--- config.mk ---
export PLATFORM = sky130hd
export DESIGN_NAME = pipe_latch_skid
export DESIGN_NICKNAME = d
export VERILOG_FILES = /design/src/rtl/pipe_pkg.sv /design/src/rtl/pipe_slot_reg.sv /design/src/rtl/pipe_latch_skid.sv
export SDC_FILE = /design/constraint.sdc
export NUM_CORES = 1
export LEC_CHECK = 0
export CAP_MARGIN = 20
export CORE_UTILIZATION = 53
export DETAILED_ROUTE_END_ITERATION = 7
export PLACE_DENSITY = 0.86
export RECOVER_POWER = 100
export REMOVE_ABC_BUFFERS = 1
export SLEW_MARGIN = 20
export SYNTH_ARGS = -nofsm -noshare
export SYNTH_HDL_FRONTEND = slang
export SYNTH_SLANG_ARGS = --single-unit
--- constraint.sdc ---
create_clock -name clk -period 4.1 [get_ports clk]
set_input_delay 0.615 -clock clk [delete_from_list [all_inputs] [get_ports clk]]
set_output_delay 0.615 -clock clk [all_outputs]
set_load 0.005 [all_outputs]
--- src/rtl/pipe_pkg.sv ---
// Shared definitions for the inter-stage pipeline registers.
// Holds the EX/MEM control bit layout and the default widths.
package pipe_pkg;

   localparam int unsigned B_DEF        = 32;
   localparam int unsigned CTRL_W_EXMEM = 6;

   localparam int unsigned CTRL_ZERO     = 0;
   localparam int unsigned CTRL_REGWRITE = 1;
   localparam int unsigned CTRL_MEMTOREG = 2;
   localparam int unsigned CTRL_BRANCH   = 3;
   localparam int unsigned CTRL_MEMREAD  = 4;
   localparam int unsigned CTRL_MEMWRITE = 5;

   // Where the main slot takes its next entry from.
   typedef enum logic {
      SrcIn,
      SrcSkid
   } main_src_e;

endpackage

--- src/rtl/pipe_slot_reg.sv ---
// One held pipeline entry: valid bit plus data and control payload.
// clear beats load; payload registers change only on load.
module pipe_slot_reg
   import pipe_pkg::*;
#(
   parameter int unsigned DW     = B_DEF,
   parameter int unsigned CTRL_W = CTRL_W_EXMEM
) (
   input  logic              clk,
   input  logic              reset,
   input  logic              load,
   input  logic              clear,
   input  logic [DW-1:0]     d_data,
   input  logic [CTRL_W-1:0] d_ctrl,
   output logic              valid,
   output logic [DW-1:0]     data,
   output logic [CTRL_W-1:0] ctrl
);

   logic              valid_d, valid_q;
   logic [DW-1:0]     data_d, data_q;
   logic [CTRL_W-1:0] ctrl_d, ctrl_q;

   always_comb begin
      valid_d = valid_q;
      data_d  = data_q;
      ctrl_d  = ctrl_q;
      if (clear) begin
         valid_d = 1'b0;
      end else if (load) begin
         valid_d = 1'b1;
         data_d  = d_data;
         ctrl_d  = d_ctrl;
      end
   end

   always_ff @(posedge clk) begin
      if (reset) begin
         valid_q <= 1'b0;
         data_q  <= '0;
         ctrl_q  <= '0;
      end else begin
         valid_q <= valid_d;
         data_q  <= data_d;
         ctrl_q  <= ctrl_d;
      end
   end

   assign valid = valid_q;
   assign data  = data_q;
   assign ctrl  = ctrl_q;

endmodule

--- src/rtl/pipe_latch_skid.sv ---
// Pipeline-stage register with a two-entry skid buffer, flush and stall counter.
// in_ready comes purely from the skid slot's valid bit.
module pipe_latch_skid
   import pipe_pkg::*;
#(
   parameter int unsigned B      = B_DEF,
   parameter int unsigned N_DATA = 4,
   parameter int unsigned CTRL_W = CTRL_W_EXMEM,
   parameter int unsigned CNT_W  = 16
) (
   input  logic                  clk,
   input  logic                  reset,
   input  logic                  flush,
   input  logic                  in_valid,
   output logic                  in_ready,
   input  logic [N_DATA*B-1:0]   in_data,
   input  logic [CTRL_W-1:0]     in_ctrl,
   output logic                  out_valid,
   input  logic                  out_ready,
   output logic [N_DATA*B-1:0]   out_data,
   output logic [CTRL_W-1:0]     out_ctrl,
   output logic [CNT_W-1:0]      stall_cnt,
   output logic [1:0]            occupancy
);

   localparam int unsigned DW = N_DATA * B;
   localparam logic [CNT_W-1:0] CntMax = '1;

   logic              main_valid, skid_valid;
   logic [DW-1:0]     main_data, skid_data;
   logic [CTRL_W-1:0] main_ctrl, skid_ctrl;

   logic              acc, pop;
   logic              main_load, main_clr, skid_load, skid_clr;
   main_src_e         main_src;
   logic [DW-1:0]     main_d_data;
   logic [CTRL_W-1:0] main_d_ctrl;

   logic [CNT_W-1:0]  cnt_d, cnt_q;

   assign in_ready = ~skid_valid;
   assign acc      = in_valid & in_ready;
   assign pop      = main_valid & out_ready;

   // Slot control; the main slot can never be empty while the skid slot is full.
   always_comb begin
      main_load = 1'b0;
      main_clr  = 1'b0;
      skid_load = 1'b0;
      skid_clr  = 1'b0;
      main_src  = SrcIn;
      if (flush) begin
         main_clr = 1'b1;
         skid_clr = 1'b1;
      end else if (!main_valid) begin
         main_load = acc;
      end else if (pop) begin
         if (skid_valid) begin
            main_load = 1'b1;
            main_src  = SrcSkid;
            skid_clr  = 1'b1;
         end else if (acc) begin
            main_load = 1'b1;
         end else begin
            main_clr = 1'b1;
         end
      end else begin
         skid_load = acc;
      end
   end

   assign main_d_data = (main_src == SrcSkid) ? skid_data : in_data;
   assign main_d_ctrl = (main_src == SrcSkid) ? skid_ctrl : in_ctrl;

   pipe_slot_reg #(
      .DW     (DW),
      .CTRL_W (CTRL_W)
   ) u_main (
      .clk    (clk),
      .reset  (reset),
      .load   (main_load),
      .clear  (main_clr),
      .d_data (main_d_data),
      .d_ctrl (main_d_ctrl),
      .valid  (main_valid),
      .data   (main_data),
      .ctrl   (main_ctrl)
   );

   pipe_slot_reg #(
      .DW     (DW),
      .CTRL_W (CTRL_W)
   ) u_skid (
      .clk    (clk),
      .reset  (reset),
      .load   (skid_load),
      .clear  (skid_clr),
      .d_data (in_data),
      .d_ctrl (in_ctrl),
      .valid  (skid_valid),
      .data   (skid_data),
      .ctrl   (skid_ctrl)
   );

   // Stall counter survives flush; only reset clears it.
   always_comb begin
      cnt_d = cnt_q;
      if (main_valid && !out_ready && (cnt_q != CntMax)) begin
         cnt_d = cnt_q + CNT_W'(1);
      end
   end

   always_ff @(posedge clk) begin
      if (reset) begin
         cnt_q <= '0;
      end else begin
         cnt_q <= cnt_d;
      end
   end

   assign out_valid = main_valid;
   assign out_data  = main_data;
   assign out_ctrl  = main_valid ? main_ctrl : '0;
   assign stall_cnt = cnt_q;
   assign occupancy = {1'b0, main_valid} + {1'b0, skid_valid};

endmodule
# --- Word level (Yosys, flattened, before mapping) ---
# Index checks and enable logic that the tools add are counted.
totals:
  reg_bits: 286
  output_inout_bits: 154
  in_bits: 139
  elab_cells: 43
classes:
  mux: 21
  reduce_logical: 7
  eq_ne: 1
  n_bitwise: 5
  n_addsub: 2
op_table:
  columns: ["operator", "n"]
  rows:
  - ["two-way mux 128 bit", 1]
  - ["two-way mux 1 bit", 18]
  - ["adder 16 x 1 -> 16 bit (second input constant)", 1]
  - ["inequality test 16 bit (second input constant)", 1]
  - ["two-way mux 6 bit", 2]
  - ["AND reduction 2 bit", 2]
  - ["OR reduction 2 bit", 2]
  - ["NOT 1 bit", 3]
  - ["adder 1 x 1 -> 2 bit", 1]
  - ["AND 1 bit", 2]
  - ["logical AND 1 bit", 2]
  - ["zero test 1 bit", 1]

# --- Depth between registers and ports, before layout ---
# Gate-level depths: netlist of the first run.
logic_depth:
  ltp_word: 9
  ltp_mapped: 7
  depth_no_buf: 5

# --- Modules after synthesis ---
# A second synthesis of the first run with hierarchy kept.
hier_totals:
  cells_unflattened: 1493
  area_unflattened_um2: 15213.3
by_module_without_submodules:
  columns: ["mod", "area_each_um2", "seq_area_each_um2", "cells_per_inst", "instances"]
  rows:
  - ["pipe_slot_reg", 6342.3, 2702.6, 615, 2]
  - ["pipe_latch_skid", 2528.7, 320.3, 263, 1]

# --- Least setup slack after synthesis of the first run ---
# No wires, ideal clock.
synth_path:
  path_kind: "input port to flip-flop"
  from: "in out_ready"
  to: "reg u_skid.data_q[36], in the netlist u_skid.data[36]"
  required_ns: 3.968
  arrival_time_ns: 1.713
  setup_slack_ns: 2.254
  stages: 7
  n_path_buf: 3
  cell_sequence: "nand2b_1 or3_1 buf_2 buf_2 buf_2 nand2_1 a21oi_1"
synth_via:
  elab_chain_len: 6
  elab_cells_between_ends: 9
  classes_between: "6 x mux; 2 x bitwise; 1 x reduce/logical"
synth_rtl:
  columns: ["item", "line", "text"]
  rows:
  - ["from (decl)", "pipe_latch_skid.sv:19", "input logic out_ready,"]
  - ["AND 1 bit (*)", "pipe_latch_skid.sv:43", "assign pop = main_valid & out_ready;"]
  - ["two-way mux 1 bit", "pipe_latch_skid.sv:57", "end else if (pop) begin"]
  - ["two-way mux 1 bit", "pipe_latch_skid.sv:55", "end else if (!main_valid) begin"]
  - ["two-way mux 1 bit", "pipe_latch_skid.sv:52", "if (flush) begin"]
  - ["NOT 1 bit (no line)", null, null]
  - ["AND reduction 2 bit (no line) (*)", null, null]
  - ["to (signal assigned)", "pipe_slot_reg.sv:44", "data_q <= data_d;"]
  - ["to (decl)", "pipe_slot_reg.sv:21", "logic [DW-1:0] data_d, data_q;"]
# Mark *: on every way between the ends. The rest lies on a longest branch, timed or not.
# A chain may end at the register's enable or synchronous reset.

# --- Worst setup path in the final report of the first run ---
layout_path:
  from: "in out_ready"
  to: "reg u_main.data_q[47], in the netlist u_main.data[47]"
layout_via:
  elab_chain_len: 6
  elab_cells_between_ends: 13
  classes_between: "10 x mux; 2 x bitwise; 1 x reduce/logical"
layout_rtl:
  columns: ["item", "line"]
  rows:
  - ["AND 1 bit (*)", "pipe_latch_skid.sv:43"]
  - ["two-way mux 1 bit", "pipe_latch_skid.sv:57"]
  - ["two-way mux 1 bit", "pipe_latch_skid.sv:55"]
  - ["two-way mux 1 bit", "pipe_latch_skid.sv:52"]
  - ["NOT 1 bit (no line)", null]
  - ["AND reduction 2 bit (no line)", null]
  - ["to (signal assigned)", "pipe_slot_reg.sv:44"]
  - ["to (decl)", "pipe_slot_reg.sv:21"]
# Marks and branches as above.

==> key figures, run 1 <==
Drt
  – Detailed-router iteration count before antenna repair: 6
  – Detailed-route wire length: approximately 29 mm
  – Wirelength per Cell: about 16 um
  – Via density per instance: about 5.5
  – Number of DRC markers after the initial detailed-route iteration: 483
  – Post-detailed-route DRC marker count: 0
  – Final ANT Viol Nets: 0
  – Routed vias: 10.1k

Clock tree
  – Num CTS Buffers: 28
  – Setup fix buffers added after clock tree synthesis: 0
  – Clock edge transition at the registers on the reported setup and hold paths: 60 ps
  – Hold Buf Count CTS: 0
  – H-tree depth: 1
  – Clock latency reported for the late side of the worst-skew pair: between 500 and 600 ps
  – Number of gates resized after cts: 0
  – Root cell of the clock tree: clkbuf_16
  – Clock net sink count: 286
  – CTS tree: built
  – Max clock buf depth: 3

Logic synthesis
  – Post-synthesis instance total: roughly 1.3k
  – Flops & latches, synth: 286
  – Cell area after synthesis: approximately 11000 um^2
  – Synth warn: 0
  – Number of distinct library cell variants in the gate-level netlist after synthesis: 34
  – Post-synthesis sequential area ratio: between 50 and 60%
  – FFs w/ async S/R, synth: 0%
  – Synth area leaders: dfxtp_1 (50%), mux2i_1 (12%), nand2_1 (9.1%)
  – Post-Syn Area per Cell: between 8 and 9 um^2
  – Ys flop type: dfxtp_1
  – Leading area contributor after synthesis: dfxtp_1
  – Number of synthesized flops with an enable pin: 0
  – Fraction of synthesized cell area taken by the top area cell type: roughly half

Global route
  – Number of global-route vias before repair: 9477
  – Initial antenna violation count: 1
  – All-Layer GR Usage: 25.3%
  – First-pass GRT wire length: between 40 and 50 mm
  – Overflow left after global routing: 0
  – Pin count of the biggest net entering global routing: 145

Timing
  – Worst slew margin relative to its limit: -5.19%
  – # setup viols final: 0
  – Minimum hold slack: ~450 ps
  – RSZ-0062 raised after global routing: false
  – Max frequency: between 300 and 400 MHz
  – Least-Margin Pin Slew: ~1600 ps
  – Total negative slack: 0 ps
  – Share of the cycle needed by the critical path after routing: between 70% and 80%
  – Final count of pins violating max slew: 80
  – Hold Vio Cnt, Final: 0
  – Clock period minus worst slack: 3040 ps
  – Clock tree skew after final layout: 7.12 ps

Finish
  – Relative area change from synthesis to final layout: 34.3%
  – Final Core Density: slightly above 70%
  – Leading cell types in the layout, fill and taps excluded: dfxtp_1 (286), nand2_1 (275), dlygate4sd3_1 (149)
  – Area occupied by multi-input gates: slightly above 5000 um^2
  – Number of nets in the finished design: 1672
  – Sequential cell area in the final layout: 5730 um^2
  – Filler cells: between 1k and 1.5k
  – Commonest non-fill, non-tap cell in the layout: dfxtp_1
  – Fraction of final layout cells sized beyond drive strength 1: under 10%

Flow run
  – Max-cap violations: 1

Critical path
  – Worst Setup End Kind: flip-flop
  – Type of the setup path with the least slack: in2reg
  – Crit Path Max Fanout: 64
  – Launching element type of the critical path: input port
  – Signal arrival time at the worst endpoint: ~3500 ps
  – Required time worst endpoint: around 4500 ps

Pwr
  – Static leakage: 6.53 nW
  – P per Cell Area: 400 nW/um^2
  – Total power: 6.12 mW
  – Largest vdd supply drop: about 0.33 mV

Floorplanning
  – Die ar.: around 22000 um^2
  – Ports placed on the boundary: between 200 and 300
  – Effective utilization at floorplan: a little over half
  – Site row count: 53
  – Floorplan die width: 149 um
  – Vertical extent of the die: 149 um
  – Core area: approximately 21000 um^2

Hold path
  – Class of the worst hold path: reg2reg

Placement
  – I/O Buffers: slightly below 300
  – Post-detail-place hpwl: roughly 19 mm
  – Routability cong.: between 0.8 and 0.9

Outcome
  – Violated checks: max-capacitance violations, max-slew violations
  – Outcome: finished with violations
[stage by stage]
stage | cells | worst slack (ps) | area (um^2)
floorplan | 1191 | -3760 | 10900
global placement | 1776 | 1200 | 14400
detailed placement | 1776 | 1160 | 14400
CTS | 1828 | 1580 | 15400
global route | 1829 | 805 | 15300
finish | 1829 | 1060 | 15300
[sequential cells by signal, indices dropped and copies added, names as in the netlist]
register	cells
stall_cnt	16
u_skid.data	128
u_main.ctrl	6
u_main.valid	1
u_skid.valid	1
u_main.data	128
u_skid.ctrl	6
[cells in the mapped netlist (3+ instances only)]
cell and count:
a211oi_1 135, a21oi_1 145, and2_1 7, buf_2 44
buf_4 7, clkbuf_1 56, dfxtp_1 286, inv_1 4
mux2_2 3, mux2i_1 135, nand2_1 275, nand2b_1 4
nand3_1 4, nand4_1 6, nor2_1 141, nor2b_1 5
nor4_1 4, o21ai_0 6, o31ai_1 5, or3_1 5
or4_1 4
[final timing paths]
path / from / endpoint / slack, ps / cells past startpoint
setup / recovery: out_ready / u_main.data[47]$_SDFFE_PP0P_ / 1060 / 6
hold / removal: u_skid.ctrl[1]$_SDFFE_PP0P_ / u_skid.ctrl[1]$_SDFFE_PP0P_ / 450 / 2
setup reg to reg: u_main.valid$_SDFFE_PP0P_ / u_main.data[47]$_SDFFE_PP0P_ / 1140 / 5
hold reg to reg: u_skid.ctrl[1]$_SDFFE_PP0P_ / u_skid.ctrl[1]$_SDFFE_PP0P_ / 450 / 2
[area by class of cell]
| cell class | instances | area share, % |
|---|---|---|
| diodes | 1 | 0.0164 |
| clock buffers | 36 | 5.24 |
| clock inverters | 16 | 0.867 |
| inverters | 4 | 0.0981 |
| multi-input cells | 901 | 33.8 |
| flip-flops and latches | 286 | 37.4 |
| well taps | 275 | 2.25 |
| repair buffers | 310 | 20.3 |
[cells by family (layout without fill, tap and decap cells)]
family	after synthesis	in the layout	synth area share (%)
AND/OR/NAND/NOR	466	466	16.7
multiplexers	139	139	12.3
AO/OA/AOI/OAI	294	294	16.2
adder cells (fa/ha/maj)	2	2	0.220
flip-flops	286	286	50.2
other	0	1	0
buffers and inverters	111	366	4.37
[critical path, stage by stage]
cell	delay, ps
dlygate4sd3_1	620
nor2b_1	190
a211oi_4	580
clkbuf_2	1010
nor2_1	140
a211oi_1	270
[routing by layer]
layer	vias up	part of all wire, %	GRT usage [%]
met2	367	48	42.6
met5	-	0	0
met1	4684	42	31.8
li1	4966	-	-
met3	62	6.9	4.54
met4	0	3.2	10.5
[power breakdown]
group	internal, mW	total [mW]	switching [mW]
Clock	1.50	2.56	1.06
Sequential	2.88	2.95	0.0637
Combinational	0.337	0.612	0.275
Power figures use the tool's default switching activity.
==> inputs of run 2 (changes only) <==
--- a/config.mk
+++ b/config.mk
@@ -6,9 +6,9 @@
 export NUM_CORES = 1
 export LEC_CHECK = 0
 export CAP_MARGIN = 20
-export CORE_UTILIZATION = 53
+export CORE_UTILIZATION = 49
 export DETAILED_ROUTE_END_ITERATION = 7
-export PLACE_DENSITY = 0.86
+export PLACE_DENSITY = 0.8
 export RECOVER_POWER = 100
 export REMOVE_ABC_BUFFERS = 1
 export SLEW_MARGIN = 20
==> constraint.sdc (replaced) <==
create_clock -name clk -period 2.8 [get_ports clk]
set_input_delay 0.42 -clock clk [delete_from_list [all_inputs] [get_ports clk]]
set_output_delay 0.42 -clock clk [all_outputs]
set_load 0.005 [all_outputs]
==> key figures, run 2 (synthesized netlist as in run 1, its figures left out) <==
Outcome
  – Outcome: completed

Pwr
  – Largest vdd supply drop: 0.430 mV
  – Static leakage: around 6.7 nW
  – P per Cell Area: between 500 and 600 nW/um^2

Finish
  – Antenna diode instance count: 0
  – Number of nets in the finished design: about 1.7k
  – Final Non-Filler Cells: around 1.9k
  – Commonest non-fill, non-tap cell in the layout: dfxtp_1
  – Area occupied by multi-input gates: around 5200 um^2
  – Relative area change from synthesis to final layout: 37.1%
  – Filler cells: approximately 1.8k
  – Leading cell types in the layout, fill and taps excluded: dfxtp_1 (286), nand2_1 (275), dlygate4sd3_1 (152)
  – Final Cell Area: 15600 um^2
  – Fraction of final layout cells sized beyond drive strength 1: approximately 5.7%
  – Sequential cell area in the final layout: about 5700 um^2

Global route
  – Pin count of the biggest net entering global routing: ~130
  – Number of global-route vias before repair: roughly 9.6k
  – Global routing usage on met3: a little under 7%
  – All-Layer GR Usage: about 24%
  – Initial antenna violation count: 0
  – Global-route layer with the greatest usage: met2
  – Overflow left after global routing: 0
  – GR Util met2: 41.7%
  – First-pass GRT wire length: between 40 and 50 mm
  – Global routing usage on met1: a little under a third

Clock tree
  – Clock net sink count: ~290
  – CTS tree: built
  – Root cell of the clock tree: clkbuf_16
  – Clock latency reported for the late side of the worst-skew pair: 550 ps
  – Number of gates resized after cts: 0
  – Setup fix buffers added after clock tree synthesis: 0
  – Hold Buf Count CTS: 0
  – Num CTS Buffers: 30
  – Clock edge transition at the registers on the reported setup and hold paths: about 60 ps
  – Max clock buf depth: 3
  – H-tree depth: 1

Critical path
  – Reg2Reg Capture Point: u_main.data[90]$_SDFFE_PP0P_
  – Delay of the slowest critical-path stage: ~810 ps
  – Crit path buffers/inverters: 2
  – Type of the setup path with the least slack: reg2reg
  – Launching element type of the critical path: flip-flop
  – Top cell family by delay on the critical path: buffers and inverters
  – Worst R2R Setup Slack: between 300 and 400 ps
  – Reg2Reg Depth: 5
  – Max stage delay cell, worst path: clkbuf_4
  – Crit path cell chain: nand4b_1 -> clkbuf_4 -> clkbuf_1 -> mux2i_1 -> a211oi_1
  – Crit Path Max Fanout: 46
  – Launching element of the worst setup path: u_main.valid$_SDFFE_PP0P_
  – Required time worst endpoint: approximately 3300 ps
  – Worst Setup End Kind: flip-flop
  – Signal arrival time at the worst endpoint: 2890 ps
  – Source of the worst register-to-register timing path: u_main.valid$_SDFFE_PP0P_

Timing
  – Fin worst setup slack: 360 ps
  – Clock period minus worst slack: around 2400 ps
  – Least-Margin Pin Slew: 1200 ps
  – Final count of pins violating max slew: 0
  – Max frequency: just over 400 MHz
  – # setup viols final: 0
  – RSZ-0062 raised after global routing: false
  – Total negative slack: 0 ps
  – Hold Vio Cnt, Final: 0
  – Worst slew margin relative to its limit: roughly a fifth
  – Share of the cycle needed by the critical path after routing: 87.1%
  – Clock tree skew after final layout: 20.7 ps

Hold path
  – Startpoint of the worst hold path: in_data[1]
  – Class of the worst hold path: in2reg
  – Hold EP: u_skid.data[1]$_SDFFE_PP0P_
  – Worst hold path depth: 3

Floorplanning
  – Site row count: 55
  – Vertical extent of the die: between 150 and 200 um
  – Core area: 22700 um^2
  – Effective utilization at floorplan: 50.2%
  – Floorplan die width: ~150 um
  – Die ar.: 23900 um^2
  – Ports placed on the boundary: 293

Drt
  – Via density per instance: approximately 5.5
  – Wirelength per Cell: between 15 and 20 um
  – Final ANT Viol Nets: 0
  – Post-detailed-route DRC marker count: 0
  – Number of DRC markers after the initial detailed-route iteration: about 430
  – Routed vias: between 10k and 15k
  – Detailed-route wire length: 29.8 mm
  – Detailed-router iteration count before antenna repair: 5

Placement
  – Cell area after placement: 14700 um^2
  – Post-Place Setup Slack: just under 400 ps
  – Cell count after placement: about 1.8k
  – Routability cong.: about 0.85
  – Post-detail-place hpwl: approximately 20 mm
  – I/O Buffers: 292

Flow run
  – Max-cap violations: 0
run 2: cell count changes in the layout (fill, tap and decap cells not counted), sizes merged:
cell           before  now
buf                11   30
clkbuf             44   54
clkinv             13    5
clkdlybuf4s50     142  139
dlygate4sd3       149  152
bufinv              2    3
clkinvlp            1    0
diode               1    0
inv                 4    5
run 2: report_power, final:
part / switching [mW] / internal [mW]
sequential: 0.0865 / 4.22
combinational: 0.412 / 0.503
clock: 1.58 / 2.42
total: 2.08 / 7.15
run 2: final cells by class:
type                    count  share of cell area, %
multi-input cells         901                   33.1
inverters                   4                 0.0961
clock buffers              44                   5.60
flip-flops and latches    286                   36.6
repair buffers            331                   21.5
well taps                 285                   2.28
clock inverters             9                  0.793
run 2: metrics by stage:
stage	power, mW	hold WS, ps	utilization, %
after detailed placement	5.37	446	64.7
after global placement	5.34	440	64.7
after CTS	9.36	430	69.1
after global routing	9.57	449	68.8
after floorplan	4.72	430	-
final	9.23	451	68.8
run 2: worst max path at each step:
stage	cells after the start	end	slack (ps)
5_1_grt	5	u_main.data[90]$_SDFFE_PP0P_	250
3_5_place_dp	8	u_main.data[86]$_SDFFE_PP0P_	390
2_1_floorplan	3	u_main.ctrl[0]$_SDFFE_PP0P_	-4940
6_report	5	u_main.data[90]$_SDFFE_PP0P_	360
4_1_cts	2	occupancy[0]	510
3_3_place_gp	8	u_main.data[12]$_SDFFE_PP0P_	420
run 2: layer usage:
metal  wire (um)  share of wire (%)
met4         808                2.7
met5           0                  0
met2       14200                 48
met1       12500                 42
met3        2330                7.8
run 2: tightest hold or removal path: cells and delay by family:
kind / cells / cell delay (ps)
and+or+nand+nor: 1 / 60
buffers and inverters: 1 / 410
AOI/OAI and AO/OA: 1 / 50
